==> config.mk <==
export PLATFORM = sky130hd
export DESIGN_NAME = sfr_apb_shadow_regs
export DESIGN_NICKNAME = d
export VERILOG_FILES = /design/src/rtl/sfr_pkg.sv /design/src/rtl/sfr_apb_wait.sv /design/src/rtl/sfr_apb_shadow_regs.sv
export SDC_FILE = /design/constraint.sdc
export NUM_CORES = 1
export LEC_CHECK = 0
export CORE_MARGIN = 2
export CORE_UTILIZATION = 30
export DETAILED_ROUTE_END_ITERATION = 16
export GPL_TIMING_DRIVEN = 1
export PLACE_DENSITY = 0.54
export SLEW_MARGIN = 0
export SYNTH_ARGS = -nofsm -noshare
export SYNTH_HDL_FRONTEND = slang
export SYNTH_SLANG_ARGS = --single-unit
export TNS_END_PERCENT = 50
==> constraint.sdc <==
create_clock -name i_CLK -period 2.65 [get_ports i_CLK]
set_input_delay 0.53 -clock i_CLK [delete_from_list [all_inputs] [get_ports i_CLK]]
set_output_delay 0.53 -clock i_CLK [all_outputs]
set_load 0.01 [all_outputs]
==> src/rtl/sfr_pkg.sv <==
// sfr_pkg: register map, bank layout and write/read decode helpers for sfr_apb_shadow_regs.
`default_nettype none

package sfr_pkg;

  localparam int SFR_TIM_W = 16;
  localparam int SFR_WGT_W = 4;

  localparam logic [7:0] SFR_VSW_OFS    = 8'h00;
  localparam logic [7:0] SFR_VBP_OFS    = 8'h04;
  localparam logic [7:0] SFR_VACT_OFS   = 8'h08;
  localparam logic [7:0] SFR_VFP_OFS    = 8'h0C;
  localparam logic [7:0] SFR_HSW_OFS    = 8'h10;
  localparam logic [7:0] SFR_HBP_OFS    = 8'h14;
  localparam logic [7:0] SFR_HACT_OFS   = 8'h18;
  localparam logic [7:0] SFR_HFP_OFS    = 8'h1C;
  localparam logic [7:0] SFR_MODE_OFS   = 8'h20;
  localparam logic [7:0] SFR_W123_OFS   = 8'h24;
  localparam logic [7:0] SFR_W456_OFS   = 8'h28;
  localparam logic [7:0] SFR_W789_OFS   = 8'h2C;
  localparam logic [7:0] SFR_STATUS_OFS = 8'h30;
  localparam logic [7:0] SFR_CTRL_OFS   = 8'h34;

  typedef logic [SFR_TIM_W-1:0] sfr_tim_t;
  typedef logic [SFR_WGT_W-1:0] sfr_wgt_t;

  // w[0] is W1 ... w[8] is W9
  typedef struct packed {
    sfr_tim_t          vsw, vbp, vact, vfp;
    sfr_tim_t          hsw, hbp, hact, hfp;
    logic              blur_mode;
    logic              mirror_mode;
    logic              weight_wr_mode;
    sfr_wgt_t [8:0]    w;
  } sfr_bank_t;

  function automatic logic sfr_is_bank_ofs(input logic [7:0] ofs);
    return (ofs[1:0] == 2'b00) && (ofs <= SFR_W789_OFS);
  endfunction

  function automatic sfr_bank_t sfr_apply_write(input sfr_bank_t bank,
                                                input logic [7:0] ofs,
                                                input logic [31:0] data);
    sfr_bank_t b;
    b = bank;
    case (ofs)
      SFR_VSW_OFS:  b.vsw  = data[15:0];
      SFR_VBP_OFS:  b.vbp  = data[15:0];
      SFR_VACT_OFS: b.vact = data[15:0];
      SFR_VFP_OFS:  b.vfp  = data[15:0];
      SFR_HSW_OFS:  b.hsw  = data[15:0];
      SFR_HBP_OFS:  b.hbp  = data[15:0];
      SFR_HACT_OFS: b.hact = data[15:0];
      SFR_HFP_OFS:  b.hfp  = data[15:0];
      SFR_MODE_OFS: begin
        b.weight_wr_mode = data[0];
        b.mirror_mode    = data[1];
        b.blur_mode      = data[2];
      end
      SFR_W123_OFS: begin b.w[0] = data[3:0]; b.w[1] = data[7:4]; b.w[2] = data[11:8]; end
      SFR_W456_OFS: begin b.w[3] = data[3:0]; b.w[4] = data[7:4]; b.w[5] = data[11:8]; end
      SFR_W789_OFS: begin b.w[6] = data[3:0]; b.w[7] = data[7:4]; b.w[8] = data[11:8]; end
      default: ;
    endcase
    return b;
  endfunction

  function automatic logic [31:0] sfr_read_bank(input sfr_bank_t bank, input logic [7:0] ofs);
    logic [31:0] r;
    r = '0;
    case (ofs)
      SFR_VSW_OFS:  r = {16'h0, bank.vsw};
      SFR_VBP_OFS:  r = {16'h0, bank.vbp};
      SFR_VACT_OFS: r = {16'h0, bank.vact};
      SFR_VFP_OFS:  r = {16'h0, bank.vfp};
      SFR_HSW_OFS:  r = {16'h0, bank.hsw};
      SFR_HBP_OFS:  r = {16'h0, bank.hbp};
      SFR_HACT_OFS: r = {16'h0, bank.hact};
      SFR_HFP_OFS:  r = {16'h0, bank.hfp};
      SFR_MODE_OFS: r = {29'h0, bank.blur_mode, bank.mirror_mode, bank.weight_wr_mode};
      SFR_W123_OFS: r = {20'h0, bank.w[2], bank.w[1], bank.w[0]};
      SFR_W456_OFS: r = {20'h0, bank.w[5], bank.w[4], bank.w[3]};
      SFR_W789_OFS: r = {20'h0, bank.w[8], bank.w[7], bank.w[6]};
      default:      r = '0;
    endcase
    return r;
  endfunction

endpackage

`default_nettype wire

==> src/rtl/sfr_apb_wait.sv <==
// sfr_apb_wait: APB access-phase wait-state counter; PREADY rises when the count reaches WAIT_STATES.
`default_nettype none

module sfr_apb_wait #(
  parameter int WAIT_STATES = 0
) (
  input  logic i_CLK,
  input  logic i_RST,
  input  logic psel_i,
  input  logic pen_i,
  output logic pready_o
);

  logic [3:0] cnt_q, cnt_d;

  assign pready_o = i_RST & psel_i & pen_i & (cnt_q == 4'(WAIT_STATES));

  always_comb begin
    cnt_d = cnt_q;
    if (!psel_i || pready_o)
      cnt_d = '0;
    else if (pen_i)
      cnt_d = cnt_q + 4'd1;
  end

  always_ff @(posedge i_CLK or negedge i_RST) begin
    if (!i_RST)
      cnt_q <= '0;
    else
      cnt_q <= cnt_d;
  end

endmodule

`default_nettype wire

==> src/rtl/sfr_apb_shadow_regs.sv <==
// sfr_apb_shadow_regs: APB staging bank copied to the active bank on VSYNC rise.
// Optional macro SFR_FORCE_UPDATE_EN adds a write-only CTRL register at 0x34 for an immediate load.
`default_nettype none

module sfr_apb_shadow_regs
  import sfr_pkg::*;
#(
  parameter int WAIT_STATES = 0,
  parameter int ADDR_W      = 8
) (
  input  logic              i_CLK,
  input  logic              i_RST,
  input  logic              i_PSEL,
  input  logic              i_PEN,
  input  logic              i_PWRITE,
  input  logic [ADDR_W-1:0] i_PADDR,
  input  logic [31:0]       i_PWDATA,
  output logic [31:0]       o_PRDATA,
  output logic              o_PREADY,
  output logic              o_PSLVERR,
  input  logic              i_VSYNC,
  output logic [15:0]       o_vsw, o_vbp, o_vact, o_vfp,
  output logic [15:0]       o_hsw, o_hbp, o_hact, o_hfp,
  output logic              o_weight_wr_mode, o_mirror_mode, o_blur_mode,
  output logic [3:0]        o_w1, o_w2, o_w3, o_w4, o_w5, o_w6, o_w7, o_w8, o_w9
);

  sfr_bank_t   stg_q, stg_d, act_q, act_d;
  logic [7:0]  fcnt_q, fcnt_d;
  logic        pend_q, pend_d;
  logic        vs_prev_q;
  logic        force_q, force_d;

  logic        ready;
  logic        vs_edge, load, access, wr_bank, err;
  logic        hit_bank, hit_status, hit_ctrl;
  logic [7:0]  ofs;
  logic [31:0] rdata;

  sfr_apb_wait #(.WAIT_STATES(WAIT_STATES)) u_wait (
    .i_CLK    (i_CLK),
    .i_RST    (i_RST),
    .psel_i   (i_PSEL),
    .pen_i    (i_PEN),
    .pready_o (ready)
  );

  generate
    if (ADDR_W > 8) begin : g_addr_hi
      logic unused_addr_hi;
      assign unused_addr_hi = ^i_PADDR[ADDR_W-1:8];
    end
  endgenerate

  assign ofs        = i_PADDR[7:0];
  assign hit_bank   = sfr_is_bank_ofs(ofs);
  assign hit_status = (ofs == SFR_STATUS_OFS);
`ifdef SFR_FORCE_UPDATE_EN
  assign hit_ctrl   = (ofs == SFR_CTRL_OFS);
`else
  assign hit_ctrl   = 1'b0;
`endif

  assign err     = ~(hit_bank | hit_status | hit_ctrl) | (i_PWRITE & hit_status);
  assign access  = i_PSEL & i_PEN & ready;
  assign wr_bank = access & i_PWRITE & hit_bank;
  assign force_d = access & i_PWRITE & hit_ctrl & i_PWDATA[0];

  assign vs_edge = i_VSYNC & ~vs_prev_q;
  // A coinciding VSYNC edge and force load collapse into one copy
  assign load    = vs_edge | force_q;

  always_comb begin
    stg_d  = wr_bank ? sfr_apply_write(stg_q, ofs, i_PWDATA) : stg_q;
    act_d  = load ? stg_q : act_q;
    fcnt_d = vs_edge ? fcnt_q + 8'd1 : fcnt_q;
    pend_d = pend_q;
    if (wr_bank)
      pend_d = 1'b1;
    else if (load)
      pend_d = 1'b0;
  end

  always_ff @(posedge i_CLK or negedge i_RST) begin
    if (!i_RST) begin
      stg_q     <= '0;
      act_q     <= '0;
      fcnt_q    <= '0;
      pend_q    <= 1'b0;
      vs_prev_q <= 1'b0;
      force_q   <= 1'b0;
    end else begin
      stg_q     <= stg_d;
      act_q     <= act_d;
      fcnt_q    <= fcnt_d;
      pend_q    <= pend_d;
      vs_prev_q <= i_VSYNC;
      force_q   <= force_d;
    end
  end

  always_comb begin
    rdata = '0;
    if (hit_bank)
      rdata = sfr_read_bank(stg_q, ofs);
    else if (hit_status)
      rdata = {16'h0, fcnt_q, 7'h0, pend_q};
  end

  assign o_PREADY  = ready;
  assign o_PSLVERR = ready & err;
  assign o_PRDATA  = (ready & ~i_PWRITE & ~err) ? rdata : 32'h0;

  assign o_vsw  = act_q.vsw;
  assign o_vbp  = act_q.vbp;
  assign o_vact = act_q.vact;
  assign o_vfp  = act_q.vfp;
  assign o_hsw  = act_q.hsw;
  assign o_hbp  = act_q.hbp;
  assign o_hact = act_q.hact;
  assign o_hfp  = act_q.hfp;

  assign o_weight_wr_mode = act_q.weight_wr_mode;
  assign o_mirror_mode    = act_q.mirror_mode;
  assign o_blur_mode      = act_q.blur_mode;

  assign o_w1 = act_q.w[0];
  assign o_w2 = act_q.w[1];
  assign o_w3 = act_q.w[2];
  assign o_w4 = act_q.w[3];
  assign o_w5 = act_q.w[4];
  assign o_w6 = act_q.w[5];
  assign o_w7 = act_q.w[6];
  assign o_w8 = act_q.w[7];
  assign o_w9 = act_q.w[8];

endmodule

`default_nettype wire

After elaboration in Yosys (flattened, before gate mapping)
Index checks and enable logic that the tools add are counted.
Word-level totals
  register bits after elaboration: 348
  latch bits: 0
  bits in writable memories: 0
  memory bits (read-only): 0
  input bits: 46
  word-level logic and storage cells: 105
  memories kept: 0
Cells by class
  add/subtract/negate cells: 2
  multipliers: 0
  divide/modulo/power cells: 0
  magnitude comparators: 1
  eq/ne operators: 12
  shifts and indexed selects: 0
  muxes and demuxes: 8
  bitwise logic cells: 18
  reductions and logical operators: 20
Operators with widths (number)
  16-bit case mux with 12 select lines: 1
  32-bit two-way mux: 2
  8-bit by 6-bit equality test with 1-bit output, second input constant: 5
  8-bit by 5-bit equality test with 1-bit output, second input constant: 4
  2-bit AND reduction: 12
  8-bit by 4-bit equality test with 1-bit output, second input constant: 2
  16-bit two-way mux: 1
  1-bit AND: 12
  8-bit by 1-bit adder with 8-bit output, second input constant: 1
  8-bit by 3-bit equality test with 1-bit output, second input constant: 1
  8-bit by 6-bit <= comparator with 1-bit output, second input constant: 1
  8-bit zero test: 1
  4-bit two-way mux: 2
  4-bit by 1-bit adder with 4-bit output, second input constant: 1
  4-bit zero test: 1
  1-bit inverter: 4
  2-bit nonzero test: 2
  2-bit zero test: 1
  1-bit two-way mux: 2
  1-bit OR: 2
  1-bit logical AND: 1
  1-bit zero test: 1
  1-bit logical OR: 1

Logic depth before layout (Yosys ltp)
Gate-level depths: netlist of the first run.
  depth in word-level cells: 8
  gate-level depth with buffers: 8
  depth with buffers taken out: 6

Hierarchy
Synthesis of the first run repeated with hierarchy kept, for this count alone.
Unflattened totals
  cells, all modules: 1418
  area total of the unflattened synthesis: 15067.0 µm²
By module, submodules not included
  sfr_apb_shadow_regs: instances 1, cells each 1395, area each 14824.2 µm², seq. area each 8608.3 µm²
  sfr_apb_wait: instances 1, cells each 23, area each 242.7 µm², seq. area each 100.1 µm²

Least setup slack after synthesis of the first run
OpenSTA, ideal clock, no wires.
  path type: input port to output port
  from: input port i_PADDR[4]
  to: output port o_PRDATA[11]
  data arrival time: 2.132 ns
  data required time: 2.120 ns
  path slack: -0.012 ns
  stages on the path: 5
  path buffers: 1
  path through: or4b_2 buf_2 nor2_1 a22oi_1 a311oi_1
On the way
  word-level cells in the longest chain between the ends: 8
  elaborated cells between the ends (all ways): 25
  those cells by class: order compare (1); eq/ne (12); mux (4); bitwise (6); reduce/logical (2)
RTL lines
  start: declaration: RTL line sfr_apb_shadow_regs.sv:16  | input logic [ADDR_W-1:0] i_PADDR,
  8-bit by 6-bit <= comparator with 1-bit output: RTL line sfr_pkg.sv:38  | return (ofs[1:0] == 2'b00) && (ofs <= SFR_W789_OFS);
  1-bit logical AND: RTL line sfr_pkg.sv:38
  1-bit OR: RTL line sfr_apb_shadow_regs.sv:64  | assign err = ~(hit_bank | hit_status | hit_ctrl) | (i_PWRITE & hit_status);
  1-bit inverter: RTL line sfr_apb_shadow_regs.sv:64
  1-bit OR: RTL line sfr_apb_shadow_regs.sv:64
  1-bit inverter: RTL line sfr_apb_shadow_regs.sv:112  | assign o_PRDATA = (ready & ~i_PWRITE & ~err) ? rdata : 32'h0;
  1-bit AND: RTL line sfr_apb_shadow_regs.sv:112
  32-bit two-way mux (*): RTL line sfr_apb_shadow_regs.sv:112
  end: declaration: RTL line sfr_apb_shadow_regs.sv:18  | output logic [31:0] o_PRDATA,
Mark *: on every way between the ends. The rest lies on a longest branch, timed or not.

Final worst setup path of the first run
  from: input port i_PADDR[6]
  to: output port o_PRDATA[13]
The elaborated chain is that of the path after synthesis.

==> results of run 1 <==
## state kept, by name (all words and copies together), names as in the netlist, 8 cells and up
register	flops
o_vact	16
o_hsw	16
fcnt_q	8
o_hact	16
stg_q	167
o_hfp	16
o_vsw	16
o_vbp	16
o_vfp	16
o_hbp	16
## where the power goes
group          internal [W]  leakage [nW]  total, W  switching (W)
Combinational      0.000265          5.04  0.000741       0.000477
Clock               0.00335         0.650   0.00555        0.00220
Sequential          0.00536          4.85   0.00544      0.0000704
## cells by family after synthesis
kind of cell,count (synthesis),synth area share [%]
DFF,348,56.4
muxes,209,16.5
AOI/OAI and AO/OA,91,4.41
xor gates and xnor gates,10,0.567
adders and majority gates,3,0.243
buffers and inverters,112,3.94
other,1,0.0243
and+or+nand+nor,620,17.9
## worst register-to-register path, cell delays in order (launching register included)
cell and delay (ns):
dfrtp_1 0.40, and4b_2 0.33, buf_4 0.11, buf_4 0.10
nand2_2 0.07, buf_6 0.15, nor4_4 0.33, buf_4 0.26
mux2_2 0.36
## layout make-up
class	instances	area (um2)	share of cell area, %
sequential	348	8710	40.8
multi-input combinational	949	6620	31.1
timing repair buffer	397	3810	17.9
clock buffer	57	1170	5.47
tap	680	851	3.99
clock inverter	12	146	0.686
inverter	4	15.0	0.0704
## worst max path at each step
| stage | from | endpoint |
|---|---|---|
| 2_1_floorplan | i_PADDR[1] | o_PRDATA[10] |
| 3_3_place_gp | i_PADDR[4] | o_PRDATA[2] |
| 3_5_place_dp | i_PADDR[4] | o_PRDATA[2] |
| 4_1_cts | i_PADDR[6] | o_PRDATA[0] |
| 5_1_grt | i_PADDR[6] | o_PRDATA[3] |
| 6_report | i_PADDR[6] | o_PRDATA[13] |
## layer usage
metal  global-route usage [%]  vias to the layer above  share of wire [%]
met4                     5.36                        2                2.4
met3                     3.78                       70                4.9
met5                        0                        -              0.015
met2                     32.0                      294                 47
li1                         -                     5367                  -
met1                     28.1                     5952                 46
## stage by stage
step           util [%]  setup WS, ns  instance area, um2
2_1_floorplan         -        0.0335               15500
3_3_place_gp       38.0         -1.12               19400
3_5_place_dp       38.0         -1.15               19400
4_1_cts            41.4        -0.184               21200
5_1_grt            41.7        -0.163               21300
6_report           41.7        -0.133               21300
## repair_timing
| action | in CTS | in global routing |
|---|---|---|
| hold endpoints to repair | 9 | 0 |
| setup endpoints to repair | 99 | 15 |
| pin swaps | 34 | 13 |
| gates resized for setup | 202 | 26 |
| buffers inserted | 9 | 4 |
| gates cloned | 0 | 0 |
| hold buffers | 1 | 0 |
## layout by cell type (no fill, tap or decap), types with 5 or more instances in the layout
master	synthesis	routed
mux2_4	30	30
a211oi_2	0	5
mux4_2	9	9
buf_8	2	5
a21oi_2	0	5
clkbuf_1	60	8
nand2_1	521	519
nand3b_1	6	6
nor4_4	11	14
nor2_1	19	13
clkdlybuf4s50_1	0	185
and2_1	5	5
conb_1	1	16
a22oi_2	0	6
mux2_2	144	144
a21oi_1	13	7
a22o_1	26	25
dfrtp_1	348	348
mux2_1	9	9
clkinv_2	0	6
clkbuf_8	0	8
clkbuf_16	0	41
nand3_1	10	9
xnor2_1	8	8
buf_12	0	17
buf_6	11	32
mux2i_1	17	16
buf_4	18	149
==> flow_metrics.env, run 1 <==
export IMPL_synth_area_leaders="dfrtp_1 56%, nand2_1 13%, mux2_2 11%, mux2_4 2.9%, nor4_4 1.5%"
export IMPL_min_period_over_period_pct=105
export IMPL_initial_utilization_pct=30.2
export IMPL_cp_end_kind="output pin"
export IMPL_syn_avg_cell_area_um2=11.1
export IMPL_netlist_area_mm2=0.0154
export IMPL_setup_violations_final=13
export IMPL_min_from="i_PSEL"
export IMPL_wire_per_inst_um=21.9
export IMPL_io_buffer_count=214
export IMPL_die_y_um=231
export IMPL_cpPeakStageDelay_ns=0.52
export IMPL_hold_viol=0
export IMPL_vdd_ir_drop_max_mv=0.397
export IMPL_p_total_w=0.0117
export IMPL_rsz0062_at_grt="yes"
export IMPL_arrival_ns=2.25
export IMPL_pwr_density_cell_mw_per_mm2=550
export IMPL_hold_ws_ns=0.464
export IMPL_nNetsFinal=1789
export IMPL_grt_max_degree=177
export IMPL_path_class="input pin to output pin"
export IMPL_violations="negative setup slack"
export IMPL_crit_path_cell_trace="buf_8 -> buf_6 -> or4_4 -> nor2_1 -> buf_4 -> buf_6 -> a22oi_2 -> a211oi_2 -> buf_4 -> buf_6"
export IMPL_num_rows=83
export IMPL_wl_um=53500
export IMPL_fin_worst_skew_ns=0.0103
export IMPL_io_pins=247
export IMPL_antenna_found_initial=2
export IMPL_status="finished with violations"
export IMPL_root_buffer="clkbuf_16"
export IMPL_clk_pin_slew_worst_paths_ns=0.06
export IMPL_hold_class="input pin to flop"
export IMPL_vias=11685
export IMPL_nFillCells=4984
export IMPL_synth_largest_area_cell="dfrtp_1"
export IMPL_synthArstFlopShare_pct=100
export IMPL_syn_inst=1394
export IMPL_area_growth_pct=38.1
export IMPL_antenna_left=0
export IMPL_drtPass1Iterations=5
export IMPL_clock_latency_ns=0.55
export IMPL_cp_num_buf_inv=6
export IMPL_drv_cap=0
export IMPL_cts_buffers=40
export IMPL_maxSlewHeadroom_pct=32.9
export IMPL_grt_first_pass_wirelength_um=79600
export IMPL_cts_tree="built"
export IMPL_hold_path_end="u_wait.cnt_q[0]$_DFFE_PN0P_"
export IMPL_path_delay_family="buffers and inverters"
export IMPL_fin_ws_ns=-0.133
export IMPL_synth_most_common_cell="nand2_1"
export IMPL_worstPathMaxFanout=5
export IMPL_coreArea_mm2=0.0511
export IMPL_cp_start_kind="input pin"
export IMPL_path_depth=10
export IMPL_ys_seq_elements=348
export IMPL_dp_hpwl_um=39400
export IMPL_p_leak_nw=10.5
export IMPL_r2r_cells=8
export IMPL_final_instance_count_excl_fill=2447
export IMPL_layout_drive_gt1_share_pct=30.3
export IMPL_r2r_start="u_wait.cnt_q[2]$_DFFE_PN0P_"
export IMPL_worstMarginPinSlew_ns=1.01
export IMPL_fp_dieW_um=231
export IMPL_ys_flop_type="dfrtp_1"
export IMPL_grt_pass1_vias=12082
export IMPL_reg2reg_to="stg_q[90]$_DFFE_PN0P_"
export IMPL_route_detailed_drc=0
export IMPL_drv_slew=0
export IMPL_synthDominantCellAreaShare_pct=56.4
export IMPL_globalRouteTotalUtil_pct=20.1
export IMPL_synth_edf_count=0
export IMPL_crit_top_cell="buf_6"
export IMPL_seq_area_frac_synth_pct=56.4
export IMPL_yosysWarnings=0
export IMPL_antennaDiodeCount=0
export IMPL_drt_initial_drc_count=831
export IMPL_tns_ns=-1.01
export IMPL_required_ns=2.12
export IMPL_rrSetupSlack_ns=0.44
export IMPL_cts_sinks=348
export IMPL_finalCriticalPeriod_ns=2.78
export IMPL_fp_dieArea_mm2=0.0533
export IMPL_htree_num_levels=2
export IMPL_synth_distinct_cells=60
export IMPL_cp_slowest_cell="or4_4"
export IMPL_max_clock_freq_mhz=359
export IMPL_gp_congestion=0.890
export IMPL_grt_overflow=0
export IMPL_cts_buffer_depth=3
export IMPL_synthTopCellsByCount="521 x nand2_1, 348 x dfrtp_1, 144 x mux2_2, 60 x clkbuf_1, 30 x mux2_4"
export IMPL_place_inst=2366
export IMPL_worstHoldPathCells=3
export IMPL_post_drt_via_cell_ratio=4.78
No activity file was read; power rests on OpenSTA's default activity.
==> run 2, diff against run 1 <==
==> constraint.sdc (replaced) <==
create_clock -name i_CLK -period 3.56 [get_ports i_CLK]
set_input_delay 0.712 -clock i_CLK [delete_from_list [all_inputs] [get_ports i_CLK]]
set_output_delay 0.712 -clock i_CLK [all_outputs]
set_load 0.01 [all_outputs]
==> flow_metrics.env, run 2 (synthesis results as in run 1) <==
export IMPL_htree_num_levels=2
export IMPL_arrival_ns=2.82
export IMPL_grtUsageMet2_pct=31.0
export IMPL_regArea_mm2=0.00871
export IMPL_top_register="stg_q"
export IMPL_met3_usage_pct=3.66
export IMPL_num_rows=83
export IMPL_io_buffer_count=214
export IMPL_vdd_ir_drop_max_mv=0.272
export IMPL_globalRouteTotalUtil_pct=19.4
export IMPL_layout_commonest_cell="nand2_1"
export IMPL_root_buffer="clkbuf_16"
export IMPL_dp_hpwl_um=37300
export IMPL_fin_util_pct=40.5
export IMPL_cts_sinks=348
export IMPL_antenna_left=0
export IMPL_hold_class="input pin to asynchronous set/reset pin"
export IMPL_area_growth_pct=34.1
export IMPL_status="finished clean"
export IMPL_top_usage_layer="met2"
export IMPL_initial_utilization_pct=30.2
export IMPL_vias=11539
export IMPL_io_pins=247
export IMPL_min_period_over_period_pct=99.2
export IMPL_p_total_w=0.00846
export IMPL_grt_max_degree=175
export IMPL_die_y_um=231
export IMPL_drtPass1Iterations=5
export IMPL_max_clock_freq_mhz=283
export IMPL_final_area_mm2=0.0207
export IMPL_final_instance_count_excl_fill=2418
export IMPL_final_cell_mix="520 x nand2_1, 348 x dfrtp_1, 189 x clkdlybuf4s50_1"
export IMPL_nNetsFinal=1758
export IMPL_antenna_found_initial=2
export IMPL_clock_latency_ns=0.55
export IMPL_p_leak_nw=10.3
export IMPL_fp_dieArea_mm2=0.0533
export IMPL_route_detailed_drc=0
export IMPL_place_inst=2332
export IMPL_largest_reg_flops=167
export IMPL_wire_per_inst_um=21.4
export IMPL_cts_tree="built"
export IMPL_worstMarginPinSlew_ns=1.14
export IMPL_layout_drive_gt1_share_pct=26.0
export IMPL_drv_slew=0
export IMPL_gp_congestion=0.891
export IMPL_cp_start_kind="input pin"
export IMPL_nFillCells=4986
export IMPL_grt_pass1_vias=11786
export IMPL_met1_usage_pct=27.4
export IMPL_hold_viol=0
export IMPL_cts_buffer_depth=3
export IMPL_multiInputGateArea_mm2=0.00637
export IMPL_cp_end_kind="output pin"
export IMPL_tns_ns=0
export IMPL_maxSlewHeadroom_pct=23.8
export IMPL_grt_overflow=0
export IMPL_drt_initial_drc_count=751
export IMPL_placed_area_mm2=0.0191
export IMPL_wl_um=51800
export IMPL_clk_pin_slew_worst_paths_ns=0.05
export IMPL_worstPathMaxFanout=13
export IMPL_required_ns=2.85
export IMPL_cts_buffers=40
export IMPL_setup_violations_final=0
export IMPL_drv_cap=0
export IMPL_grt_first_pass_wirelength_um=77300
export IMPL_fin_worst_skew_ns=0.0152
export IMPL_coreArea_mm2=0.0511
export IMPL_path_class="input pin to output pin"
export IMPL_post_drt_via_cell_ratio=4.77
export IMPL_rsz0062_at_grt="yes"
export IMPL_fp_dieW_um=231
export IMPL_pwr_density_cell_mw_per_mm2=409
export IMPL_finalCriticalPeriod_ns=3.53
==> run 2: path summary, 6_finish.rpt <==
kind	start	to	slack, ns	cells after the start
max	i_PADDR[4]	o_PRDATA[8]	0.03	11
min	i_RST	o_w6[1]$_DFFE_PN0P_	0.29	2
max reg2reg	u_wait.cnt_q[0]$_DFFE_PN0P_	stg_q[34]$_DFFE_PN0P_	1.09	8
min reg2reg	o_w4[0]$_DFFE_PN0P_	o_w4[0]$_DFFE_PN0P_	0.47	2
max in group asynchronous	i_RST	stg_q[82]$_DFFE_PN0P_	1.60	3
min in group i_CLK	o_w4[0]$_DFFE_PN0P_	o_w4[0]$_DFFE_PN0P_	0.47	2
==> run 2: critical path: stages <==
cell and delay, ns:
dlygate4sd2_1 0.28, buf_6 0.15, buf_8 0.15, nor4b_2 0.16
buf_4 0.16, buf_4 0.14, and3_1 0.18, a311oi_2 0.26
a31oi_2 0.18, buf_4 0.17, dlygate4sd2_1 0.27
==> run 2: what timing repair did <==
action | in CTS | in global routing
pin swaps | 15 | 7
setup endpoints to repair | 17 | 12
buffers inserted | 12 | 2
endpoints found under the hold margin | 7 | 0
gates cloned | 1 | 0
resized for setup | 78 | 9
hold buffers | 1 | 0
==> run 2: report_power, final <==
group | leakage, nW | switching [W] | internal [W] | total, W
Clock | 0.604 | 0.00161 | 0.00230 | 0.00391
Combinational | 4.83 | 0.000337 | 0.000169 | 0.000506
Sequential | 4.85 | 0.0000532 | 0.00399 | 0.00405
Total | 10.3 | 0.00200 | 0.00646 | 0.00846
==> run 2: cell type report <==
type | count | share of cell area [%]
inverters | 4 | 0.0726
clock inverters | 7 | 0.193
diodes | 2 | 0.0242
repair buffers | 366 | 16.9
flip-flops and latches | 348 | 42.1
well taps | 680 | 4.11
multi-input cells | 949 | 30.8
clock buffers | 62 | 5.77
==> run 2: layer usage <==
| metal | part of all wire (%) | vias to the layer above | routed length, um |
|---|---|---|---|
| li1 | - | 5289 | - |
| met1 | 46 | 5876 | 23800 |
| met2 | 47 | 314 | 24400 |
| met3 | 5.1 | 58 | 2630 |
| met4 | 1.9 | 2 | 979 |
| met5 | 0.027 | - | 14 |
==> run 2: stage by stage <==
stage	setup slack (ns)	hold slack [ns]
after floorplan	0.534	0.416
after global placement	-0.769	0.462
after detailed placement	-0.751	0.461
after CTS	-0.0918	0.399
after global routing	-0.0161	0.385
final	0.0283	0.293
==> RTL edit (flow settings as in run 1) <==
Build with the macro `SFR_FORCE_UPDATE_EN` defined.
--- a/src/rtl/sfr_apb_shadow_regs.sv
+++ b/src/rtl/sfr_apb_shadow_regs.sv
@@ -2,4 +2,6 @@
 // Optional macro SFR_FORCE_UPDATE_EN adds a write-only CTRL register at 0x34 for an immediate load.
 `default_nettype none
+
+`define SFR_FORCE_UPDATE_EN
 
 module sfr_apb_shadow_regs
Behaviour: not the same (a bounded check fails within 4 cycles, from zero or initial values and one cycle with i_RST low).
==> RTL edit against run 1 <==
The flow still finishes with violations (negative setup slack). Combinational power shrank 4.0%. Worst setup slack lost 0.021 ns. Sequential cell count grew 1. Wire length shrank 9.3%. Clock skew grew 0.017 ns. Total power grew 1.0%. Synthesized area shrank 2.3%. Largest cell class unchanged. Design area shrank 2.2%. Die area shrank 2.2%. First-iteration DRC count shrank 19%. Synthesized cell count shrank 26%. Clock power grew 2%. Cell count shrank 15%.
==> RTL edit: results (changes against run 1) <==
Most frequent cells after synthesis = 349 x dfrtp_1, 324 x mux2_2, 31 x clkbuf_1
Failing checks = negative setup slack
R2R Setup Slk = 0.10 ns (-0.34 ns)
Initial antenna violation count = 3 (+1)
Synth Area in Adders = 0.249% (+0.0056 points)
Worst Skew = 0.0272 ns (+0.0169 ns)
DP Area = 19000 um^2 (-2.3%)
Largest net degree at the start of global routing = 125 (-29%)
Relative slew slack = 38.0% (+5.2 points)
Drt first-iter violations = 671 (-19%)
Status = finished, violations left
Via count of the first global-routing pass = 10.6k (-13%)
Drt pass-1 iters = 6 (+1)
Sequential share of the synthesized area = 57.9% (+1.5 points)
Synth Area in XOR/XNOR = 0.580% (+0.013 points)
Leakage = 0.0100 uW (-4.6%)
# setup viols final = 16 (+3)
Worst hold slack = 0.131 ns (-0.333 ns)
Share of cells above drive strength 1 = 47.8% (+17 points)
Proportion of synthesized area in mux cells = 29.7% (+13 points)
Worst r2r dst = stg_q[83]
DP HPWL = 35300 um (-10%)
Routed vias/inst = 4.78 (+0.13%)
Max VDD drop = 317 uV (-20%)
Nets@finish = 1433 (-20%)
Setup ws final = -0.155 ns (-0.0213 ns)
## RTL edit: changes by cell type after synthesis, moves of 11 or more
cell,run 1,this run
nor4_4,11,0
nand2_1,521,25
clkbuf_1,60,31
a22o_1,26,8
a22oi_1,9,20
mux2_2,144,324
## RTL edit: area by class of cell
class                   instances  share of cell area [%]
multi-input cells             617                    30.4
clock buffers                  58                    5.76
diodes                          2                  0.0240
well taps                     672                    4.03
repair buffers                372                    17.1
flip-flops and latches        349                    41.9
clock inverters                12                   0.762
inverters                       4                  0.0720
## RTL edit: critical path, cell delays in order, from the launching register on
cell,delay [ns]
dfrtp_1,0.38
inv_1,0.07
ha_1,0.13
and4b_1,0.23
nand3b_4,0.10
nor2_4,0.18
nand2_4,0.16
a21oi_1,0.17
buf_4,0.15
buf_2,0.13
## RTL edit: worst max path at each step
stage	end	slack [ns]
4_1_cts	o_PRDATA[8]	-0.21
2_1_floorplan	o_PRDATA[8]	0.05
6_report	o_PRDATA[5]	-0.15
3_5_place_dp	o_PRDATA[9]	-1.19
3_3_place_gp	o_PRDATA[9]	-1.13
5_1_grt	o_PRDATA[8]	-0.25
## RTL edit: power breakdown
part           total, uW  leakage [uW]  internal [uW]  switching (uW)
Combinational        711       0.00452            284             427
Clock               5680      0.000664           3440            2230
Sequential          5460       0.00486           5380            72.8
Total              11800        0.0100           9110            2730
## RTL edit: metal layers
layer / share of wire, % / global-route usage, % / up-vias
met1: 46 / 25.5 / 5182
li1: - / - / 4439
met2: 46 / 28.8 / 280
met5: 0.027 / 0 / -
met4: 3.1 / 6.27 / 2
met3: 4.8 / 4.06 / 71
## RTL edit: repair_timing
item	CTS	global route
setup endpoints to repair	18	17
resized for setup	174	15
pin swaps	32	12
setup buffers	16	8
## RTL edit: cells by family after synthesis
logic type | after synthesis
compound gates | 84
other cells | 1
flops | 349
mux | 383
fa+ha+maj | 3
simple gates | 121
buf+inv | 82
xor+xnor | 10
## RTL edit: through the flow
step | power [uW] | util [%] | setup WS (ns) | cells
after floorplan | 5820 | - | 0.0502 | 1048
after global placement | 6210 | 38.0 | -1.13 | 1994
after detailed placement | 6220 | 38.0 | -1.19 | 1994
after CTS | 12000 | 41.7 | -0.206 | 2076
after global routing | 12300 | 41.8 | -0.252 | 2084
final | 11800 | 41.8 | -0.155 | 2086
